===== src/rtl/synth_spi_cfg_if.sv =====
// Bundle of SPI pins, the datapath apply tick and the live config outputs.
// No logic of its own; it groups the signals that cross the block boundary.
// Host/bench drives through the master modport, and the config controller uses the slave modport.
interface synth_spi_cfg_if #(
  parameter int NUM_REGS = 8
);
  logic                  spi_clk;
  logic                  spi_mosi;
  logic                  spi_nss;
  logic                  apply_strb;
  logic [NUM_REGS*8-1:0] cfg_regs;
  logic                  cfg_upd;
  logic                  frame_err;
  logic                  busy;

  modport master (
    output spi_clk, spi_mosi, spi_nss, apply_strb,
    input  cfg_regs, cfg_upd, frame_err, busy
  );

  modport slave (
    input  spi_clk, spi_mosi, spi_nss, apply_strb,
    output cfg_regs, cfg_upd, frame_err, busy
  );
endinterface


===== src/rtl/synth_spi_cfg.sv =====
// Write-only SPI slave: deframes 16-bit writes into a shadow file, applied atomically on apply_strb.
// Latency: pin edge -> FSM action SYNC_STAGES+1 clk; apply_strb -> cfg_regs next edge, cfg_upd with it.
// No backpressure: SPI is free-running and extra bits are dropped; un-applied writes merge in the shadow.
module synth_spi_cfg #(
  parameter int SYNC_STAGES = 2,
  parameter int NUM_REGS    = 8
) (
  input logic            clk,
  input logic            rstn,
  synth_spi_cfg_if.slave bus
);

  typedef enum logic [1:0] {
    ST_IDLE  = 2'd0,
    ST_SHIFT = 2'd1,
    ST_DONE  = 2'd2
  } state_t;

  state_t                r_state;
  state_t                w_state_nxt;

  logic [SYNC_STAGES-1:0] r_sck_sync;
  logic [SYNC_STAGES-1:0] r_nss_sync;
  logic [SYNC_STAGES-1:0] r_mosi_sync;
  logic                   r_sck_hist;
  logic                   r_nss_hist;

  logic [4:0]            r_cnt;
  logic [15:0]           r_shift;
  logic [NUM_REGS*8-1:0] r_shadow;
  logic [NUM_REGS*8-1:0] r_cfg;
  logic                  r_pending;
  logic                  r_cfg_upd;
  logic                  r_frame_err;

  logic w_sck_rise;
  logic w_nss_fall;
  logic w_nss_rise;
  logic w_mosi;
  logic w_clr;
  logic w_shift_en;
  logic w_err;
  logic w_frame_end;
  logic w_addr_ok;
  logic w_commit;
  logic w_apply;

  // Synchronise the asynchronous SPI pins and keep one history flop for edge detection
  always_ff @(posedge clk or negedge rstn) begin
    if (!rstn) begin
      r_sck_sync  <= '1;
      r_nss_sync  <= '1;
      r_mosi_sync <= '0;
      r_sck_hist  <= 1'b1;
      r_nss_hist  <= 1'b1;
    end else begin
      r_sck_sync  <= {r_sck_sync[SYNC_STAGES-2:0], bus.spi_clk};
      r_nss_sync  <= {r_nss_sync[SYNC_STAGES-2:0], bus.spi_nss};
      r_mosi_sync <= {r_mosi_sync[SYNC_STAGES-2:0], bus.spi_mosi};
      r_sck_hist  <= r_sck_sync[SYNC_STAGES-1];
      r_nss_hist  <= r_nss_sync[SYNC_STAGES-1];
    end
  end

  // MOSI goes through the same depth as SCK, so it lines up with the detected rising edge
  assign w_sck_rise = r_sck_sync[SYNC_STAGES-1] & ~r_sck_hist;
  assign w_nss_fall = ~r_nss_sync[SYNC_STAGES-1] & r_nss_hist;
  assign w_nss_rise = r_nss_sync[SYNC_STAGES-1] & ~r_nss_hist;
  assign w_mosi     = r_mosi_sync[SYNC_STAGES-1];

  // Frame state register
  always_ff @(posedge clk or negedge rstn) begin
    if (!rstn) begin
      r_state <= ST_IDLE;
    end else begin
      r_state <= w_state_nxt;
    end
  end

  // Next-state and per-cycle control strobes for the deframer
  always_comb begin
    w_state_nxt = r_state;
    w_clr       = 1'b0;
    w_shift_en  = 1'b0;
    w_err       = 1'b0;
    w_frame_end = 1'b0;
    case (r_state)
      ST_IDLE: begin
        if (w_nss_fall) begin
          w_state_nxt = ST_SHIFT;
          w_clr       = 1'b1;
        end
      end
      ST_SHIFT: begin
        // Chip select dropping out wins over a coincident clock edge: the frame is short
        if (w_nss_rise) begin
          w_state_nxt = ST_IDLE;
          w_err       = 1'b1;
        end else if (w_sck_rise) begin
          w_shift_en = 1'b1;
          if (r_cnt == 5'd15) begin
            w_state_nxt = ST_DONE;
          end
        end
      end
      ST_DONE: begin
        // Trailing clocks are ignored; only the end of select matters here
        if (w_nss_rise) begin
          w_state_nxt = ST_IDLE;
          w_frame_end = 1'b1;
        end
      end
      default: begin
        w_state_nxt = ST_IDLE;
      end
    endcase
  end

  // Writes outside the implemented register range are silently dropped
  assign w_addr_ok = ({1'b0, r_shift[14:8]} < 8'(NUM_REGS));
  assign w_commit  = w_frame_end & r_shift[15] & w_addr_ok;
  assign w_apply   = bus.apply_strb & r_pending;

  // Bit counter and shift register for the frame being received
  always_ff @(posedge clk or negedge rstn) begin
    if (!rstn) begin
      r_cnt   <= '0;
      r_shift <= '0;
    end else if (w_clr) begin
      r_cnt   <= '0;
      r_shift <= '0;
    end else if (w_shift_en) begin
      r_cnt   <= r_cnt + 5'd1;
      r_shift <= {r_shift[14:0], w_mosi};
    end
  end

  // Shadow file: a completed write frame lands here until the next apply
  always_ff @(posedge clk or negedge rstn) begin
    if (!rstn) begin
      r_shadow <= '0;
    end else begin
      for (int i = 0; i < NUM_REGS; i++) begin
        if (w_commit && (r_shift[14:8] == 7'(i))) begin
          r_shadow[8*i +: 8] <= r_shift[7:0];
        end
      end
    end
  end

  // Pending flag: a commit in the same cycle as an apply must survive for the next strobe
  always_ff @(posedge clk or negedge rstn) begin
    if (!rstn) begin
      r_pending <= 1'b0;
    end else if (w_commit) begin
      r_pending <= 1'b1;
    end else if (w_apply) begin
      r_pending <= 1'b0;
    end
  end

  // Live config copies the whole shadow in one edge, so the datapath never sees a partial set
  always_ff @(posedge clk or negedge rstn) begin
    if (!rstn) begin
      r_cfg       <= '0;
      r_cfg_upd   <= 1'b0;
      r_frame_err <= 1'b0;
    end else begin
      if (w_apply) begin
        r_cfg <= r_shadow;
      end
      r_cfg_upd   <= w_apply;
      r_frame_err <= w_err;
    end
  end

  assign bus.cfg_regs  = r_cfg;
  assign bus.cfg_upd   = r_cfg_upd;
  assign bus.frame_err = r_frame_err;
  assign bus.busy      = (r_state != ST_IDLE);

endmodule

===== src/flat_wrapper.sv =====
// flat-port wrapper written by rule: the top's interface ports become plain ports
module synth_spi_cfg_flat 
#(
  parameter int SYNC_STAGES = 2,
  parameter int NUM_REGS    = 8
)
  (clk, rstn, bus_spi_clk, bus_spi_mosi, bus_spi_nss, bus_apply_strb, bus_cfg_regs, bus_cfg_upd, bus_frame_err, bus_busy);
  synth_spi_cfg_if #(.NUM_REGS(NUM_REGS)) bus_i ();
  input logic clk;
  input logic rstn;
  input wire logic [$bits(bus_i.spi_clk)-1:0] bus_spi_clk;
  input wire logic [$bits(bus_i.spi_mosi)-1:0] bus_spi_mosi;
  input wire logic [$bits(bus_i.spi_nss)-1:0] bus_spi_nss;
  input wire logic [$bits(bus_i.apply_strb)-1:0] bus_apply_strb;
  output wire logic [$bits(bus_i.cfg_regs)-1:0] bus_cfg_regs;
  output wire logic [$bits(bus_i.cfg_upd)-1:0] bus_cfg_upd;
  output wire logic [$bits(bus_i.frame_err)-1:0] bus_frame_err;
  output wire logic [$bits(bus_i.busy)-1:0] bus_busy;
  assign bus_i.spi_clk = bus_spi_clk;
  assign bus_i.spi_mosi = bus_spi_mosi;
  assign bus_i.spi_nss = bus_spi_nss;
  assign bus_i.apply_strb = bus_apply_strb;
  assign bus_cfg_regs = bus_i.cfg_regs;
  assign bus_cfg_upd = bus_i.cfg_upd;
  assign bus_frame_err = bus_i.frame_err;
  assign bus_busy = bus_i.busy;
  synth_spi_cfg #(.SYNC_STAGES(SYNC_STAGES), .NUM_REGS(NUM_REGS)) u_core (.clk(clk), .rstn(rstn), .bus(bus_i));
endmodule

===== config.mk =====
export PLATFORM = sky130hd
export DESIGN_NAME = synth_spi_cfg_flat
export DESIGN_NICKNAME = d
export VERILOG_FILES = /design/src/rtl/synth_spi_cfg_if.sv /design/src/rtl/synth_spi_cfg.sv /design/src/flat_wrapper.sv
export SDC_FILE = /design/constraint.sdc
export NUM_CORES = 1
export LEC_CHECK = 0
export CORE_ASPECT_RATIO = 0.5
export CORE_UTILIZATION = 55
export CTS_CLUSTER_DIAMETER = 120
export DETAILED_ROUTE_END_ITERATION = 12
export PLACE_DENSITY_LB_ADDON = 0.2
export SLEW_MARGIN = 0
export SYNTH_ARGS = -nofsm -noshare
export SYNTH_HDL_FRONTEND = slang
export SYNTH_SLANG_ARGS = --single-unit

===== constraint.sdc =====
create_clock -name clk -period 2.9 [get_ports clk]
set_clock_uncertainty 0.2 [all_clocks]
set_input_delay 0.725 -clock clk [delete_from_list [all_inputs] [get_ports clk]]
set_output_delay 0.725 -clock clk [all_outputs]
set_load 0.01 [all_outputs]

==> flow_summary.yaml, run 1 <==
pwr:
  leakagePower_uw: 0.00378
  power_frac_comb_pct: 3.0
  pwr-share-clk_pct: 46.9
  ir_drop_mv: 0.467
  p_int_uw: 3630
  switching_share_pct: 22.1
  seqPwrFrac_pct: 50.1
  finalPower_uw: 4660
  power.switching_uw: 1030
  power.density_nw_per_um2: 603
final_layout:
  antenna_cells: 0
  drive_above_1_share_pct: 38.2
  nFillCells: 715
  final_nets: 472
  fin_util_pct: 70.2
  syn2layout_area_growth_pct: 24.1
yosys:
  synth-edff-count: 0
  synthCells: 387
  yosysSeqAreaShare_pct: 65.2
  synth_simple_gate_area_share_pct: 5.72
  syn_nets: 395
  syn_area_per_cell_sq_um: 16.1
  synth_top_family_by_area: "multiplexers"
  synth_compound_area_share_pct: 3.65
  synth_xor_area_share_pct: 0
  synthMuxAreaShare_pct: 23.5
  yosysWarnings: 0
  ys_types: 45
  synth_adder_area_share_pct: 0.402
  synth_area_sq_um: 6230
  async_reset_ff_share_pct: 100
  synth_ff_type: "dfrtp_1"
  ys_seq_elements: 162
die:
  coreArea_sq_um: 11000
  die_width_um: 153
  start_util_pct: 56.6
  die_h_um: 77.3
  num_rows: 27
  ioPinCount: 73
  die_area_sq_um: 11800
critical_path:
  path_cells: "or2_2, clkdlybuf4s50_1"
  cp_top_family: "flip-flops"
  start_kind: "register"
  crit_buf_inv: 1
  endpoint_kind: "output port"
  path_class: "reg -> out"
  arrival_ns: 1.74
  crit_required_ns: 1.98
  r2r-start: "u_core.r_state[0]$_DFFE_PN0P_"
  crit_start: "u_core.r_state[0]$_DFFE_PN0P_"
  slowest_delay_ns: 0.49
  cp_slowest_cell: "dfrtp_1"
  crit_fanout: 11
clock_network:
  ctsHoldBuffers: 0
  tritoncts.num_buffers: 17
  cts.sinks: 162
  h-tree-depth: 4
  cts_tree: "yes"
  clk_latency_ns: 0.42
  post_cts_buffers: 0
  clk_pin_slew_ns: 0.06
  root_buffer: "clkbuf_16"
  cts_resized: 0
  cts.path.max_buffers: 2
place:
  place_hpwl_mm: 8.14
  routabilityCongestion: 0.811
  place.port_buffers: 72
flow_run:
  maxCapViolations: 0
timing:
  finalSetupViolations: 0
  period_needed_ns: 2.66
  final_max_slew_viol_count: 0
  tns_ns: 0
  slew-limit-headroom_pct: 53.5
  max_freq_ghz: 0.375
  hold_viol: 0
  period_share_pct: 91.9
  worstMarginPinSlew_ns: 0.698
  grt_setup_unrepaired: "no"
hold_path:
  min_path_type: "in -> async"
route:
  vias_per_cell: 5.63
  ant_nets: 0
  wl_per_cell_um: 19.7
  drc_errors: 3
  vias: 3503
  totalWireLength_mm: 12.3
  drtIter0Drc: 184
  firstDrtPassIters: 10
outcome:
  violations: "DRC"
  status: "complete, but fails checks"
grt:
  grt_util_all_layers_pct: 23.9
  grt-ovfl-total: 0
  grt_max_degree: 56
  antenna_found_initial: 0
  grt_pass1_vias: 3878
  grt_pass1_wl_mm: 20.9
## through the flow
| stage | hold WS [ns] | instance area, sq um | setup WS [ns] | std cells |
|---|---|---|---|---|
| 6_report | 0.0481 | 7740 | 0.236 | 622 |
| 5_1_grt | 0.0794 | 7740 | 0.178 | 622 |
| 4_1_cts | 0.0723 | 7740 | 0.241 | 622 |
| 3_5_place_dp | 0.136 | 7160 | 0.464 | 590 |
| 3_3_place_gp | 0.135 | 7160 | 0.519 | 590 |
| 2_1_floorplan | 0.131 | 6230 | 0.747 | 387 |
## registers in the layout, summed over array words and instances (netlist names)
signal	count
u_core.r_shadow	64
u_core.r_state	2
u_core.bus.cfg_regs	64
u_core.r_pending	1
u_core.r_sck_hist	1
u_core.r_nss_sync	2
u_core.r_nss_hist	1
u_core.r_cnt	5
u_core.r_mosi_sync	2
u_core.r_sck_sync	2
u_core.bus.frame_err	1
u_core.bus.cfg_upd	1
u_core.r_shift	16
## layout make-up
type                    instances  area, sq um  share of cell area [%]
clock inverters                13          136                    1.76
well taps                     145          181                    2.35
flip-flops and latches        162         4060                    52.5
inverters                       4         15.0                   0.194
clock buffers                  19          443                    5.73
multi-input cells             200         2070                    26.8
repair buffers                 79          825                    10.7
## synthesized netlist by cell type, types with 2 or more instances
master	n	area, sq um
nand4_1	4	25.0
buf_1	9	33.8
dfstp_2	6	158
mux2_2	128	1440
nor4_4	4	85.1
ha_1	2	25.0
nor2b_1	5	31.3
and3_1	3	18.8
inv_1	4	15.0
a22o_1	18	158
clkbuf_1	10	37.5
nand2b_1	2	12.5
nand4b_1	2	17.5
dfrtp_1	156	3900
nor4bb_1	2	20.0
nor3b_1	2	15.0
and4b_1	2	20.0
## cell families after synthesis
family	count (synthesis)
AND/OR/NAND/NOR	41
adder cells (fa/ha/maj)	2
flip-flops	162
multiplexers	130
AO/OA/AOI/OAI	27
buffers and inverters	25
## placed cells by master, fill, tap and decap left out, types with 2 or more instances in the layout
cell             instances
dfrtp_1                156
mux2_2                 128
clkdlybuf4s50_1         71
a22o_1                  18
clkbuf_16               17
dfstp_2                  6
nor2b_1                  5
inv_1                    4
nand4_1                  4
nor4_4                   4
clkinvlp_4               4
clkinv_2                 4
buf_12                   4
and3_1                   3
buf_4                    3
and4b_1                  2
nor3b_1                  2
nand4b_1                 2
nor4bb_1                 2
nand2b_1                 2
ha_1                     2
clkinv_4                 2
bufinv_16                2
## worst reg2reg max path, delay by kind of cell, from the launching register on
kind	cells	cell delay [ns]
flops	1	0.49
simple gates	2	1.24
mux	1	0.42
## worst paths after layout
kind,slack (ns),cells past startpoint,to
worst max-delay path,0.24,2,bus_busy
worst min-delay path,0.05,1,u_core.bus.cfg_regs[19]$_DFFE_PN0P_
worst max register to register,0.43,3,u_core.r_shadow[19]$_DFFE_PN0P_
worst min register to register,0.15,0,u_core.r_mosi_sync[1]$_DFF_PN0_
max in group asynchronous,1.78,2,u_core.bus.cfg_regs[59]$_DFFE_PN0P_
min in group clk,0.15,0,u_core.r_mosi_sync[1]$_DFF_PN0_
## power groups by stage
stage               combinational, uW  clock, uW  sequential, uW
finish                            138       2190            2340
global placement                  133          0            2370
floorplan                        74.9          0            2340
CTS                               142       2220            2330
global route                      158       2320            2340
detailed placement                141          0            2380
## routing by layer
metal | up-vias | part of all wire, % | GRT usage, %
met4 | 0 | 1.6 | 9.80
li1 | 1564 | - | -
met5 | - | 0 | 0
met1 | 1856 | 44 | 30.4
met2 | 64 | 51 | 40.4
met3 | 19 | 2.9 | 5.03
Power figures use the tool's default switching activity.
==> run 2, diff against run 1 <==
- PLACE_DENSITY: default -> 0.79
- PLACE_DENSITY_LB_ADDON: 0.2 -> default
- clock period: 2.9 -> 3.1 ns (I/O delays scaled with it)
==> run 2 against run 1 <==
Compared with the run above: the flow now finishes without violations; clock-buffer cell count increased by 1; final cell count decreased by 0.48%; critical path depth unchanged; setup slack improved by 0.20 ns; cell area decreased by 0.27%; register-to-register slack improved by 0.22 ns; worst hold slack improved by 0.059 ns; total power decreased by 5.9%; sequential share of layout area increased by 0.14 points; critical path type unchanged; largest cell class unchanged; largest power group unchanged.
==> flow_summary.yaml, run 2 (synthesis gave the netlist of run 1 again) <==
outcome:
  status: "finished, final reports clean"
final_layout:
  layout_common_cells: "156 x dfrtp_1, 128 x mux2_2, 71 x clkdlybuf4s50_1"
  final_nets: 470
  layout_commonest_cell: "dfrtp_1"
  drive_above_1_share_pct: 38.0
  antenna_cells: 0
  design_area_sq_um: 7710
  syn2layout_area_growth_pct: 23.8
route:
  vias_per_cell: 5.56
  totalWireLength_mm: 11.5
  firstDrtPassIters: 6
  drc_errors: 0
  ant_nets: 0
  vias: 3441
  drtIter0Drc: 148
  wl_per_cell_um: 18.6
critical_path:
  endpoint_kind: "output port"
  crit_fanout: 11
  crit_required_ns: 2.12
  start_kind: "register"
  arrival_ns: 1.69
  path_class: "reg -> out"
hold_path:
  min_path_type: "in -> async"
grt:
  grt_max_degree: 66
  grt-ovfl-total: 0
  use_met3_pct: 4.97
  busiest_layer: "met2"
  use_met2_pct: 34.9
  grt_pass1_wl_mm: 19.4
  met1_usage_pct: 29.7
  grt_pass1_vias: 3659
  grt_util_all_layers_pct: 21.9
  antenna_found_initial: 0
pwr:
  power.switching_uw: 945
  ir_drop_mv: 0.440
  leakagePower_uw: 0.00377
  seqPwrFrac_pct: 49.8
  finalPower_uw: 4380
  pwr-share-clk_pct: 47.4
  power.density_nw_per_um2: 568
  p_int_uw: 3440
  switching_share_pct: 21.5
  power_frac_comb_pct: 2.9
clock_network:
  cts.sinks: 162
  cts_tree: "yes"
  clk_latency_ns: 0.41
  cts_resized: 0
  root_buffer: "clkbuf_16"
  post_cts_buffers: 0
  cts.path.max_buffers: 2
  clk_pin_slew_ns: 0.06
  tritoncts.num_buffers: 17
  ctsHoldBuffers: 0
  h-tree-depth: 4
timing:
  final_max_slew_viol_count: 0
  fin_ws_ns: 0.432
  worstMarginPinSlew_ns: 0.722
  max_freq_ghz: 0.375
  finalSetupViolations: 0
  grt_setup_unrepaired: "no"
  hold_viol: 0
  period_share_pct: 86.1
  hold_slack_ns: 0.107
  period_needed_ns: 2.67
  slew-limit-headroom_pct: 51.9
  tns_ns: 0
die:
  die_area_sq_um: 11800
  ioPinCount: 73
  start_util_pct: 56.6
  die_width_um: 153
  die_h_um: 77.3
  coreArea_sq_um: 11000
  num_rows: 27
place:
  place_hpwl_mm: 7.06
  dpl-instance-area_sq_um: 7120
  post-place-ws_ns: 0.674
  routabilityCongestion: 0.791
  place.port_buffers: 72
flow_run:
  maxCapViolations: 0
run 2: area by class of cell:
cell class,instances,area [sq um]
clock inverters,11,131
fillers,696,3300
well taps,145,181
clock buffers,20,467
multi-input cells,200,2070
flip-flops and latches,162,4060
repair buffers,77,785
inverters,4,15.0
run 2: worst max-delay path, stage by stage, from the launching register on:
cell	delay (ns)
dfrtp_1	0.47
or2_2	0.33
clkdlybuf4s50_1	0.48
run 2: power groups by stage:
stage / combinational (uW) / clock [uW] / sequential (uW)
after floorplan: 70.1 / 0 / 2190
after global placement: 125 / 0 / 2220
after detailed placement: 129 / 0 / 2220
after CTS: 130 / 2110 / 2180
after global routing: 144 / 2200 / 2180
final: 126 / 2080 / 2180
run 2: through the flow:
stage	utilization [%]	std cells
2_1_floorplan	-	387
3_3_place_gp	64.6	588
3_5_place_dp	64.6	588
4_1_cts	70.1	619
5_1_grt	70.1	619
6_report	70.1	619
run 2: layer usage:
| metal | wire, um | vias up |
|---|---|---|
| met5 | 0 | - |
| met3 | 335 | 12 |
| li1 | - | 1562 |
| met2 | 5580 | 57 |
| met1 | 5480 | 1810 |
| met4 | 139 | 0 |
run 2: final timing paths:
path	from	to	slack, ns	depth (start not counted)
setup / recovery	u_core.r_state[0]$_DFFE_PN0P_	bus_busy	0.43	2
hold / removal	rstn	u_core.r_cnt[3]$_DFFE_PN0P_	0.11	1
setup reg to reg	u_core.r_state[0]$_DFFE_PN0P_	u_core.r_shadow[23]$_DFFE_PN0P_	0.65	3
hold reg to reg	u_core.r_mosi_sync[0]$_DFF_PN0_	u_core.r_mosi_sync[1]$_DFF_PN0_	0.15	0
max in group asynchronous	rstn	u_core.r_nss_sync[1]$_DFF_PN1_	1.77	2
min in group clk	u_core.r_mosi_sync[0]$_DFF_PN0_	u_core.r_mosi_sync[1]$_DFF_PN0_	0.15	0
